## src/rtl/gsr_release_seq.sv

```systemverilog
// gsr_release_seq: drives the global set/reset net with a stretched low pulse, then a hold-off before signalling completion
module gsr_release_seq #(
  parameter int STRETCH = 16,
  parameter int HOLDOFF = 4,
  parameter int CNT_W   = 8
) (
  input  logic             CK,
  input  logic             CD,
  input  logic             REQ,
  input  logic             SP,
  output logic             GSRN,
  output logic             BUSY,
  output logic             DONE,
  output logic [CNT_W-1:0] CNT
);
  typedef enum logic [1:0] {S_IDLE, S_ASSERT, S_HOLD} state_t;
  localparam logic [CNT_W-1:0] S_LAST = CNT_W'(STRETCH - 1);
  localparam logic [CNT_W-1:0] H_LAST = CNT_W'(HOLDOFF - 1);
  state_t state_q, state_d;
  logic [CNT_W-1:0] cnt_q, cnt_d;
  logic req_q, gsrn_q, gsrn_d, busy_q, busy_d, done_q, done_d;
  logic rise, fin;
  assign rise = REQ & ~req_q;
  assign fin  = SP & ((state_q == S_ASSERT && cnt_q == S_LAST) || (state_q == S_HOLD && cnt_q == H_LAST));
  // state, counter and registered outputs; reset lands directly in ASSERT with the request detector pre-armed
  always_ff @(posedge CK) begin
    if (CD) begin
      state_q <= S_ASSERT;
      cnt_q   <= '0;
      req_q   <= 1'b1;
      gsrn_q  <= 1'b0;
      busy_q  <= 1'b1;
      done_q  <= 1'b0;
    end else begin
      state_q <= state_d;
      cnt_q   <= cnt_d;
      req_q   <= REQ;
      gsrn_q  <= gsrn_d;
      busy_q  <= busy_d;
      done_q  <= done_d;
    end
  end
  // a new request restarts the pulse ahead of any count completion; SP gates all progress
  always_comb begin
    state_d = rise ? S_ASSERT :
              state_q == S_ASSERT ? (fin ? S_HOLD : S_ASSERT) :
              state_q == S_HOLD   ? (fin ? S_IDLE : S_HOLD) : S_IDLE;
    cnt_d   = (rise || fin || state_q == S_IDLE) ? '0 : cnt_q + CNT_W'(SP);
  end
  // outputs are decoded from the next state so they can be registered alongside it
  always_comb begin
    gsrn_d = state_d != S_ASSERT;
    busy_d = state_d != S_IDLE;
    done_d = !rise && fin && state_q == S_HOLD;
  end
  assign GSRN = gsrn_q;
  assign BUSY = busy_q;
  assign DONE = done_q;
  assign CNT  = cnt_q;
endmodule

```

## config.mk

```make
export PLATFORM = sky130hd
export DESIGN_NAME = gsr_release_seq
export DESIGN_NICKNAME = d
export VERILOG_FILES = /design/src/rtl/gsr_release_seq.sv
export SDC_FILE = /design/constraint.sdc
export NUM_CORES = 1
export LEC_CHECK = 0
export ABC_AREA = 1
export CORE_AREA = 5 5 56 46
export DETAILED_ROUTE_END_ITERATION = 12
export DIE_AREA = 0 0 61 51
export GPL_TIMING_DRIVEN = 0
export MAX_ROUTING_LAYER = met4
export PLACE_DENSITY = 0.64
export SLEW_MARGIN = 30
export SYNTH_ARGS = -nofsm -noshare
export SYNTH_HDL_FRONTEND = slang
export SYNTH_SLANG_ARGS = --single-unit
```

## constraint.sdc

```tcl
create_clock -name CK -period 1.22 [get_ports CK]
set_clock_uncertainty 0.05 [all_clocks]
set_input_delay 0.366 -clock CK [delete_from_list [all_inputs] [get_ports CK]]
set_output_delay 0.366 -clock CK [all_outputs]
set_load 0.05 [all_outputs]
```

== After elaboration in Yosys (flattened, before gate mapping) ==
Cells that the tools add are included.

* Flip-flop bits (word level): 14
* Bits of input ports: 4
* Output and inout port bits: 11
* Logic and storage cells: 31

* Add/subtract/negate cells: 1
* Equality and inequality tests: 5
* Mux-type cells: 5
* Bitwise logic cells: 3
* Reductions and logical operators: 11

{| class="wikitable"
|+ Operators by type and width
! operator !! count
|-
| two-way mux 2 bit || 5
|-
| adder 8 x 1 -> 8 bit || 1
|-
| equality test 8 x 2 -> 1 bit (second input constant) || 1
|-
| equality test 8 x 4 -> 1 bit (second input constant) || 1
|-
| logical AND 1 bit || 4
|-
| logical OR 1 bit || 3
|-
| AND 1 bit || 2
|-
| equality test 2 x 1 -> 1 bit (second input constant) || 1
|-
| equality test 2 bit (second input constant) || 1
|-
| zero test 2 bit || 1
|-
| != test 2 x 1 -> 1 bit (second input constant) || 1
|-
| nonzero test 2 bit || 1
|-
| OR reduction 2 bit || 1
|-
| zero test 1 bit || 1
|-
| inverter 1 bit || 1
|}

== Longest topological paths before layout ==
Gate-level depths: netlist of run 1.

* Depth in word-level cells: 9
* Mapped depth: 8
* Depth with buffers taken out: 8

== Least setup slack after synthesis of run 1 ==
Ideal clock, no wire load.

* Kind: register -> register
* From: register cnt_q[0] (netlist: CNT[0])
* To: register cnt_q[6] (netlist: CNT[6])
* Library setup time: 0.070 ns
* Arrival time: 1.546 ns
* Required time: 1.100 ns
* Setup slack: -0.446 ns
* Stages on the path, launching flop included: 6
* Path buffers: 0
* Cell sequence: dfxtp_1 -> ha_1 -> ha_1 -> nand4_1 -> or2_1 -> a21oi_1

* Word-level cells in the longest chain between the ends: 7
* Elaborated cells on any way between the ends: 10
* Those cells by class: 1 x add/sub; 2 x eq/ne; 1 x bitwise; 6 x reduce/logical

{| class="wikitable"
|+ RTL lines
! what !! line !! text
|-
| start: declaration || 20 || <nowiki>logic [CNT_W-1:0] cnt_q, cnt_d;</nowiki>
|-
| start signal: assignment || 36 || <nowiki>cnt_q <= cnt_d;</nowiki>
|-
| equality test 8 x 4 -> 1 bit / equality test 8 x 2 -> 1 bit (equally long branches) || 24 || <nowiki>assign fin = SP & ((state_q == S_ASSERT && cnt_q == S_LAST) || (state_q == S_HOLD && cnt_q == H_LAST));</nowiki>
|-
| logical AND 1 bit || 24 ||
|-
| logical OR 1 bit || 24 ||
|-
| AND 1 bit || 24 ||
|-
| logical OR 1 bit (2 in a row) || 48 || <nowiki>cnt_d = (rise || fin || state_q == S_IDLE) ? '0 : cnt_q + CNT_W'(SP);</nowiki>
|-
| OR reduction 2 bit (no source line) || n/a ||
|}

Parallel ways exist; a longest one is shown, timed or not.
A chain may end at the register's enable or synchronous reset.

== Worst setup path after layout of run 1 ==
* From: register cnt_q[5] (netlist: CNT[5])
* To: output port CNT[5]

{| class="wikitable"
|+ RTL lines
! what !! line !! text
|-
| end: declaration || 14 || <nowiki>output logic [CNT_W-1:0] CNT</nowiki>
|}

No word-level cell between the ends.

==> results of run 1 <==
## layout make-up
type / instances / area share (%)
clock buffers: 3 / 2.25
inverters: 11 / 4.13
multi-input cells: 51 / 36.5
flip-flops and latches: 14 / 31.4
well taps: 24 / 3.00
repair buffers: 20 / 22.7
## worst reg2reg max path, stage by stage, from the launching register on
cell and delay [ns]:
sky130_fd_sc_hd__dfxtp_4 0.38, sky130_fd_sc_hd__ha_4 0.15, sky130_fd_sc_hd__ha_4 0.14, sky130_fd_sc_hd__nand4_1 0.10
sky130_fd_sc_hd__or2_1 0.24, sky130_fd_sc_hd__a21oi_2 0.11
## metal layers
layer,up-vias,global-route usage (%)
met4,0,2.53
li1,284,-
met5,-,-
met3,2,5.29
met1,236,12.3
met2,12,13.3
## logic make-up after synthesis
logic type                 count (synthesis)
xor gates and xnor gates                   3
DFF                                       14
adders and majority gates                  2
AOI/OAI and AO/OA                          5
and+or+nand+nor                           41
buffers and inverters                     11
## power breakdown
part	switching, mW	internal [mW]
logic	0.0573	0.0476
registers	0.0105	0.451
clock network	0.144	0.114
total	0.212	0.613
## worst min-delay path by stage
stage | startpoint | to | depth (start not counted)
6_report | CD | state_q[1] | 2
4_1_cts | CD | state_q[1] | 2
3_3_place_gp | CNT[6] | CNT[6] | 2
5_1_grt | CD | state_q[1] | 2
3_5_place_dp | CNT[3] | CNT[3] | 2
2_1_floorplan | CD | state_q[1] | 1
## sequential cells by signal, indices dropped and copies added, names as in the netlist
signal   flops
CNT          8
DONE         1
BUSY         1
state_q      2
req_q        1
GSRN         1
## stage by stage
stage / setup WS, ns / utilization, % / instance area (um2) / hold slack (ns)
6_report: -0.0193 / 51.9 / 1000 / 0.372
2_1_floorplan: -0.0574 / - / 662 / 0.383
3_5_place_dp: -0.586 / 43.2 / 832 / 0.446
3_3_place_gp: -0.551 / 43.2 / 832 / 0.435
4_1_cts: -0.0351 / 48.4 / 932 / 0.380
5_1_grt: -0.0826 / 51.9 / 1000 / 0.384
## placed cells by master (no fill, tap or decap), drive strengths merged
cell type / n
buf: 17
nand2: 16
dfxtp: 14
nor2: 14
inv: 11
nand3: 5
a21oi: 4
clkbuf: 3
or2: 3
nand4: 2
xnor2: 2
ha: 2
xor2: 1
a31oi: 1
nor3: 1
dlygate4sd2: 1
clkdlybuf4s50: 1
clkdlybuf4s15: 1
## repair_timing
| action | in CTS | in global routing |
|---|---|---|
| setup buffers | 2 | 4 |
| gates resized for setup | 94 | 14 |
| pin swaps | 3 | 7 |
| hold endpoints to repair | 0 | 0 |
| setup endpoints to repair | 24 | 22 |
| hold buffers | 0 | 0 |
==> qor.log, run 1 <==
INFO  status         outcome=finished, violations left
INFO  status         violations=setup timing
INFO  detailed_routing drt_iter0_drc=5
INFO  floorplanning  dieHeight=51um
INFO  worst_setup_path critPathCapture=CNT[5]
INFO  cts            clock_sink_count=14
INFO  sta            finalMaxSlewViolations=0
INFO  sta            setup_total_negative_slack=-0.0651ns
INFO  sta            min_period_over_period=102%
INFO  logic_synthesis parity_gate_share_of_the_synthesized_area_counting_xor_and_xnor_cells=4.26%
INFO  cells_and_area multiInputGateArea=365um2
INFO  logic_synthesis syn_nets=82
INFO  detailed_routing route.detailed.drc=0
INFO  logic_synthesis synth_top_area_share=45.4%
INFO  logic_synthesis mappedNetlistArea=617um2
INFO  cells_and_area fraction_of_layout_cells_with_a_size_suffix_above_1=54.5%
INFO  placement      cell_count_post_placement=114
INFO  detailed_routing final_antenna_net_count=0
INFO  floorplanning  floorplan.initialDensity=32.0%
INFO  worst_setup_path cp_num_cells=1
INFO  worst_hold_path hp-class=input pin to flip-flop
INFO  logic_synthesis synth-simple-area-share=33.5%
INFO  power_and_ir_drop power.ir.vdd_worst=680uV
INFO  detailed_routing routed_length_per_instance=11.7um
INFO  floorplanning  design.portCount=15
INFO  global_route   grt_util_all_layers=9.71%
INFO  floorplanning  die_width=61um
INFO  logic_synthesis synth.top_cells.by_area=sky130_fd_sc_hd__dfxtp_1, sky130_fd_sc_hd__nand2_1, sky130_fd_sc_hd__inv_1
INFO  worst_setup_path timing.reg2reg.worst_path_depth=5
INFO  logic_synthesis post_synth.cell_area_avg=8.12um2
INFO  cts            worst_setup_hold_path_clk_slew=0.09ns
INFO  logic_synthesis yosysMostFrequentCell=sky130_fd_sc_hd__dfxtp_1
INFO  floorplanning  dieArea=0.00311mm2
INFO  worst_setup_path reg2reg_setup_slack=-0.01ns
INFO  global_route   initial_antenna_violation_count=0
INFO  cts            clock_tree_from_tritoncts=built
INFO  cells_and_area area.growth.synth_to_final=62.3%
INFO  worst_setup_path crit-reg2reg-capture=CNT[6]
INFO  detailed_routing post_drt_via_cell_ratio=4.34
INFO  worst_setup_path crit_path_end_kind=output port
INFO  placement      rd_place_congestion=0.776
INFO  worst_setup_path critical_path_arrival=0.82ns
INFO  worst_setup_path startpoint_type=flip-flop
INFO  placement      hpwl=952um
INFO  floorplanning  core=0.00193mm2
INFO  global_route   gr-total-overflow=0
INFO  floorplanning  row_count=14
INFO  cells_and_area final.fill_count=193
INFO  cts            clk_path_buf_depth=2
INFO  logic_synthesis yosys.cell_types.count=21
INFO  sta            min_period=1.24ns
INFO  global_route   grt_pass1_vias=502
INFO  placement      buffer_ports.inserted=14
INFO  cts            clock-root-buffer=sky130_fd_sc_hd__clkbuf_4
INFO  logic_synthesis ys_seq_elements=14
INFO  logic_synthesis synth_mux_area_share=0%
INFO  logic_synthesis async_flop_share=0%
INFO  logic_synthesis synth_common_cells=sky130_fd_sc_hd__dfxtp_1, sky130_fd_sc_hd__nand2_1, sky130_fd_sc_hd__inv_1, sky130_fd_sc_hd__nor2_1, sky130_fd_sc_hd__nand3_1
INFO  logic_synthesis synth_sequential_area_ratio=45.4%
INFO  logic_synthesis synth_top_flop_cell=sky130_fd_sc_hd__dfxtp_1
INFO  worst_setup_path crit_path_max_incr_delay=0.40ns
INFO  detailed_routing routed.top_layer=met4
INFO  sta            worst_slack=-0.0193ns
INFO  worst_setup_path path_cells=buf_8
INFO  worst_setup_path path_delay_family=flip-flops
INFO  sta            max_freq=807MHz
INFO  worst_setup_path timing.critical_path.required=0.80ns
INFO  worst_setup_path crit_slowest_cell=sky130_fd_sc_hd__dfxtp_4
INFO  detailed_routing m1WireLength=633um
INFO  logic_synthesis synth_top_cell_by_area=sky130_fd_sc_hd__dfxtp_1
INFO  power_and_ir_drop static-leakage-power=0.420nW
INFO  logic_synthesis synthesized_area_fraction_occupied_by_ao_oa_aoi_and_oai_cells=6.09%
INFO  detailed_routing route.final.wire_length=1440um
INFO  sta            max_slew_margin=89.9%
INFO  global_route   grt_pass1_wl=2150um
INFO  sta            setup_repair_after_global_routing_missed_its_margin=yes
INFO  power_and_ir_drop report.power.total=0.825mW
INFO  worst_setup_path rr_startpoint=CNT[0]
INFO  sta            tightest_slew=0.151ns
INFO  logic_synthesis largest_family_of_logic_cells_by_synthesized_area=simple AND/OR/NAND/NOR gates
INFO  worst_setup_path worst_path_buffer_plus_inverter_count=1
INFO  power_and_ir_drop power-per-cell-area=824mW/mm2
INFO  cts            number_of_buffers_created_by_cts=3
INFO  worst_setup_path path_max_fanout=5
INFO  cells_and_area num_antenna_cells=0
INFO  global_route   grt_start_max_net_pins=8
INFO  worst_setup_path timing_worst_setup_path_type=flip-flop to output port
INFO  cts            cts_max_level=1
INFO  sta            finalSetupViolations=5
INFO  cts            worst_skew_pair.late_latency=0.28ns
INFO  worst_setup_path launch_point_of_the_worst_path=CNT[5]
INFO  run            maxCapViolCount=0
INFO  detailed_routing drt_pre_antenna_iters=3
INFO  detailed_routing met3_length=86um
INFO  detailed_routing wl_met2=698um
INFO  logic_synthesis synth_warnings=0
INFO  sta            hold_viol_final=0
INFO  cells_and_area finalNonFillerCells=123
INFO  detailed_routing detailroute.via_count=534
INFO  logic_synthesis synth_enable_flop_cells=0
INFO  logic_synthesis yosys.area_share.adder=4.06%
INFO  cells_and_area seqCellArea=314um2
INFO  cells_and_area num-nets-final=107
INFO  logic_synthesis syn_inst=76
(Power assumes the default switching activity.)
==> run 2, diff against run 1 <==
Settings changed: GPL_ROUTABILITY_DRIVEN set to 0, PLACE_DENSITY 0.64 to unset.
==> qor.log, run 2 (same netlist as run 1, synthesis figures left out) <==
INFO  floorplanning  dieHeight=51um [unchanged]
INFO  detailed_routing post_drt_via_cell_ratio=4.28 [-1.3%]
INFO  worst_setup_path startpoint_type=flip-flop
INFO  worst_setup_path path_max_fanout=5 [unchanged]
INFO  cts            clock_tree_from_tritoncts=built
INFO  power_and_ir_drop power-per-cell-area=871mW/mm2 [+5.8%]
INFO  cells_and_area seqCellArea=314um2 [unchanged]
INFO  cts            worst_setup_hold_path_clk_slew=0.09ns [about the same]
INFO  floorplanning  core=0.00193mm2 [unchanged]
INFO  sta            worst_slack=-0.0106ns [+0.00872 ns]
INFO  placement      hpwl=898um [-5.7%]
INFO  placement      cell_count_post_placement=114 [unchanged]
INFO  cells_and_area num_antenna_cells=0 [unchanged]
INFO  worst_setup_path crit_path_end_kind=output port
INFO  floorplanning  floorplan.initialDensity=32.0% [unchanged]
INFO  cts            clk_path_buf_depth=2 [unchanged]
INFO  worst_setup_path worst_path_buffer_plus_inverter_count=1 [unchanged]
INFO  cts            clock-root-buffer=sky130_fd_sc_hd__clkbuf_4
INFO  sta            setup_repair_after_global_routing_missed_its_margin=yes
INFO  global_route   initial_antenna_violation_count=0 [unchanged]
INFO  worst_setup_path timing.critical_path.required=0.80ns [about the same]
INFO  worst_setup_path critical_path_arrival=0.81ns [about the same]
INFO  cells_and_area postLayoutCellArea=0.00103mm2 [+3.1%]
INFO  placement      placement.cell_area=832um2 [unchanged]
INFO  cells_and_area final.fill_count=195 [+1.0%]
INFO  worst_setup_path timing_worst_setup_path_type=flip-flop to output port
INFO  cts            clock_sink_count=14 [unchanged]
INFO  cells_and_area mostFrequentLayoutCells=sky130_fd_sc_hd__nand2_1, sky130_fd_sc_hd__buf_4, sky130_fd_sc_hd__dfxtp_4, sky130_fd_sc_hd__inv_1, sky130_fd_sc_hd__buf_8
INFO  detailed_routing drt_iter0_drc=3 [-2]
INFO  cells_and_area num-nets-final=110 [+2.8%]
INFO  power_and_ir_drop power.ir.vdd_worst=834uV [+23%]
INFO  worst_hold_path hp-class=input pin to flip-flop
INFO  sta            min_period=1.23ns [-0.00872 ns]
INFO  cts            number_of_buffers_created_by_cts=3 [unchanged]
INFO  cells_and_area final_common_cell=sky130_fd_sc_hd__nand2_1
INFO  sta            finalMaxSlewViolations=0 [unchanged]
INFO  global_route   grt_start_max_net_pins=9 [+1]
INFO  run            maxCapViolCount=0 [unchanged]
INFO  status         outcome=finished, violations left
INFO  cts            worst_skew_pair.late_latency=0.28ns [about the same]
INFO  worst_setup_path crit_path_max_incr_delay=0.39ns [about the same]
INFO  global_route   gr-total-overflow=0 [unchanged]
INFO  status         violations=setup timing
INFO  cells_and_area multiInputGateArea=362um2 [-1.0%]
INFO  cts            cts_max_level=1 [unchanged]
INFO  global_route   grt_pass1_vias=520 [+3.6%]
INFO  cells_and_area finalNonFillerCells=127 [+3.3%]
INFO  global_route   grt_pass1_wl=2140um [-0.28%]
INFO  cts            hold_buffers=0 [unchanged]
INFO  placement      buffer_ports.inserted=14 [unchanged]
INFO  cells_and_area fraction_of_layout_cells_with_a_size_suffix_above_1=56.3% [+1.8 points]
INFO  sta            max_slew_margin=89.2% [-0.71 points]
INFO  floorplanning  die_width=61um [unchanged]
INFO  floorplanning  row_count=14 [unchanged]
INFO  sta            hold_viol_final=0 [unchanged]
INFO  detailed_routing detailroute.via_count=544 [+1.9%]
INFO  worst_setup_path crit_slowest_cell=sky130_fd_sc_hd__dfxtp_4
INFO  detailed_routing routed_length_per_instance=10.7um [-8.1%]
INFO  detailed_routing route.detailed.drc=0 [unchanged]
INFO  detailed_routing route.final.wire_length=1360um [-5.2%]
INFO  sta            max_freq=813MHz [+0.71%]
INFO  worst_setup_path path_cells=buf_8
INFO  cells_and_area area.growth.synth_to_final=67.3%
INFO  cells_and_area final_core_util=53.6% [+1.6 points]
INFO  sta            setup_total_negative_slack=-0.0433ns [+0.0218 ns]
INFO  detailed_routing final_antenna_net_count=0 [unchanged]
INFO  floorplanning  design.portCount=15 [unchanged]
INFO  sta            finalSetupViolations=6 [+1]
INFO  floorplanning  dieArea=0.00311mm2 [unchanged]
INFO  sta            min_period_over_period=101% [-0.72 points]
INFO  detailed_routing drt_pre_antenna_iters=4 [+1]
INFO  cells_and_area largest_register_ffs=8 [unchanged]
INFO  worst_setup_path path_delay_family=flip-flops
INFO  global_route   grt_util_all_layers=9.54% [-0.17 points]
INFO  power_and_ir_drop static-leakage-power=0.444nW [+5.8%]
INFO  sta            tightest_slew=0.161ns [+0.0101 ns]
run 2: layout make-up:
type	instances	area share (%)
clock buffers	4	3.52
flip-flops and latches	14	30.4
repair buffers	23	24.1
inverters	11	4.00
multi-input cells	51	35.0
well taps	24	2.91
run 2: what timing repair did:
item / 4_1_cts / 5_1_grt
pin swaps: 4 / 4
buffers inserted: 6 / 3
gates resized for setup: 92 / 15
setup endpoints to repair: 24 / 22
run 2: through the flow:
| step | hold WS, ns | setup slack [ns] | total power, mW |
|---|---|---|---|
| 4_1_cts | 0.356 | -0.0311 | 0.911 |
| 6_report | 0.356 | -0.0106 | 0.900 |
| 5_1_grt | 0.363 | -0.0836 | 0.946 |
| 3_5_place_dp | 0.445 | -0.566 | 0.563 |
| 3_3_place_gp | 0.436 | -0.556 | 0.563 |
| 2_1_floorplan | 0.383 | -0.0574 | 0.533 |
run 2: worst paths after layout:
check	start	cells past startpoint	end	slack, ns
min reg2reg	CNT[6]	2	CNT[6]	0.47
max	CNT[5]	1	CNT[5]	-0.01
min	CD	2	state_q[1]	0.36
max reg2reg	CNT[0]	5	CNT[6]	-0.01
run 2: report_power, final:
group / switching (mW) / internal [mW] / total [mW]
Clock: 0.154 / 0.182 / 0.336
Sequential: 0.0104 / 0.451 / 0.461
Combinational: 0.0558 / 0.0464 / 0.102
Total: 0.221 / 0.679 / 0.900
run 2: layer usage:
layer	share of wire (%)	vias up	GRT usage (%)
met3	6.3	2	4.53
met2	48	14	15.5
met1	44	233	10.6
met4	0.95	0	2.17
li1	-	295	-
met5	0	-	-
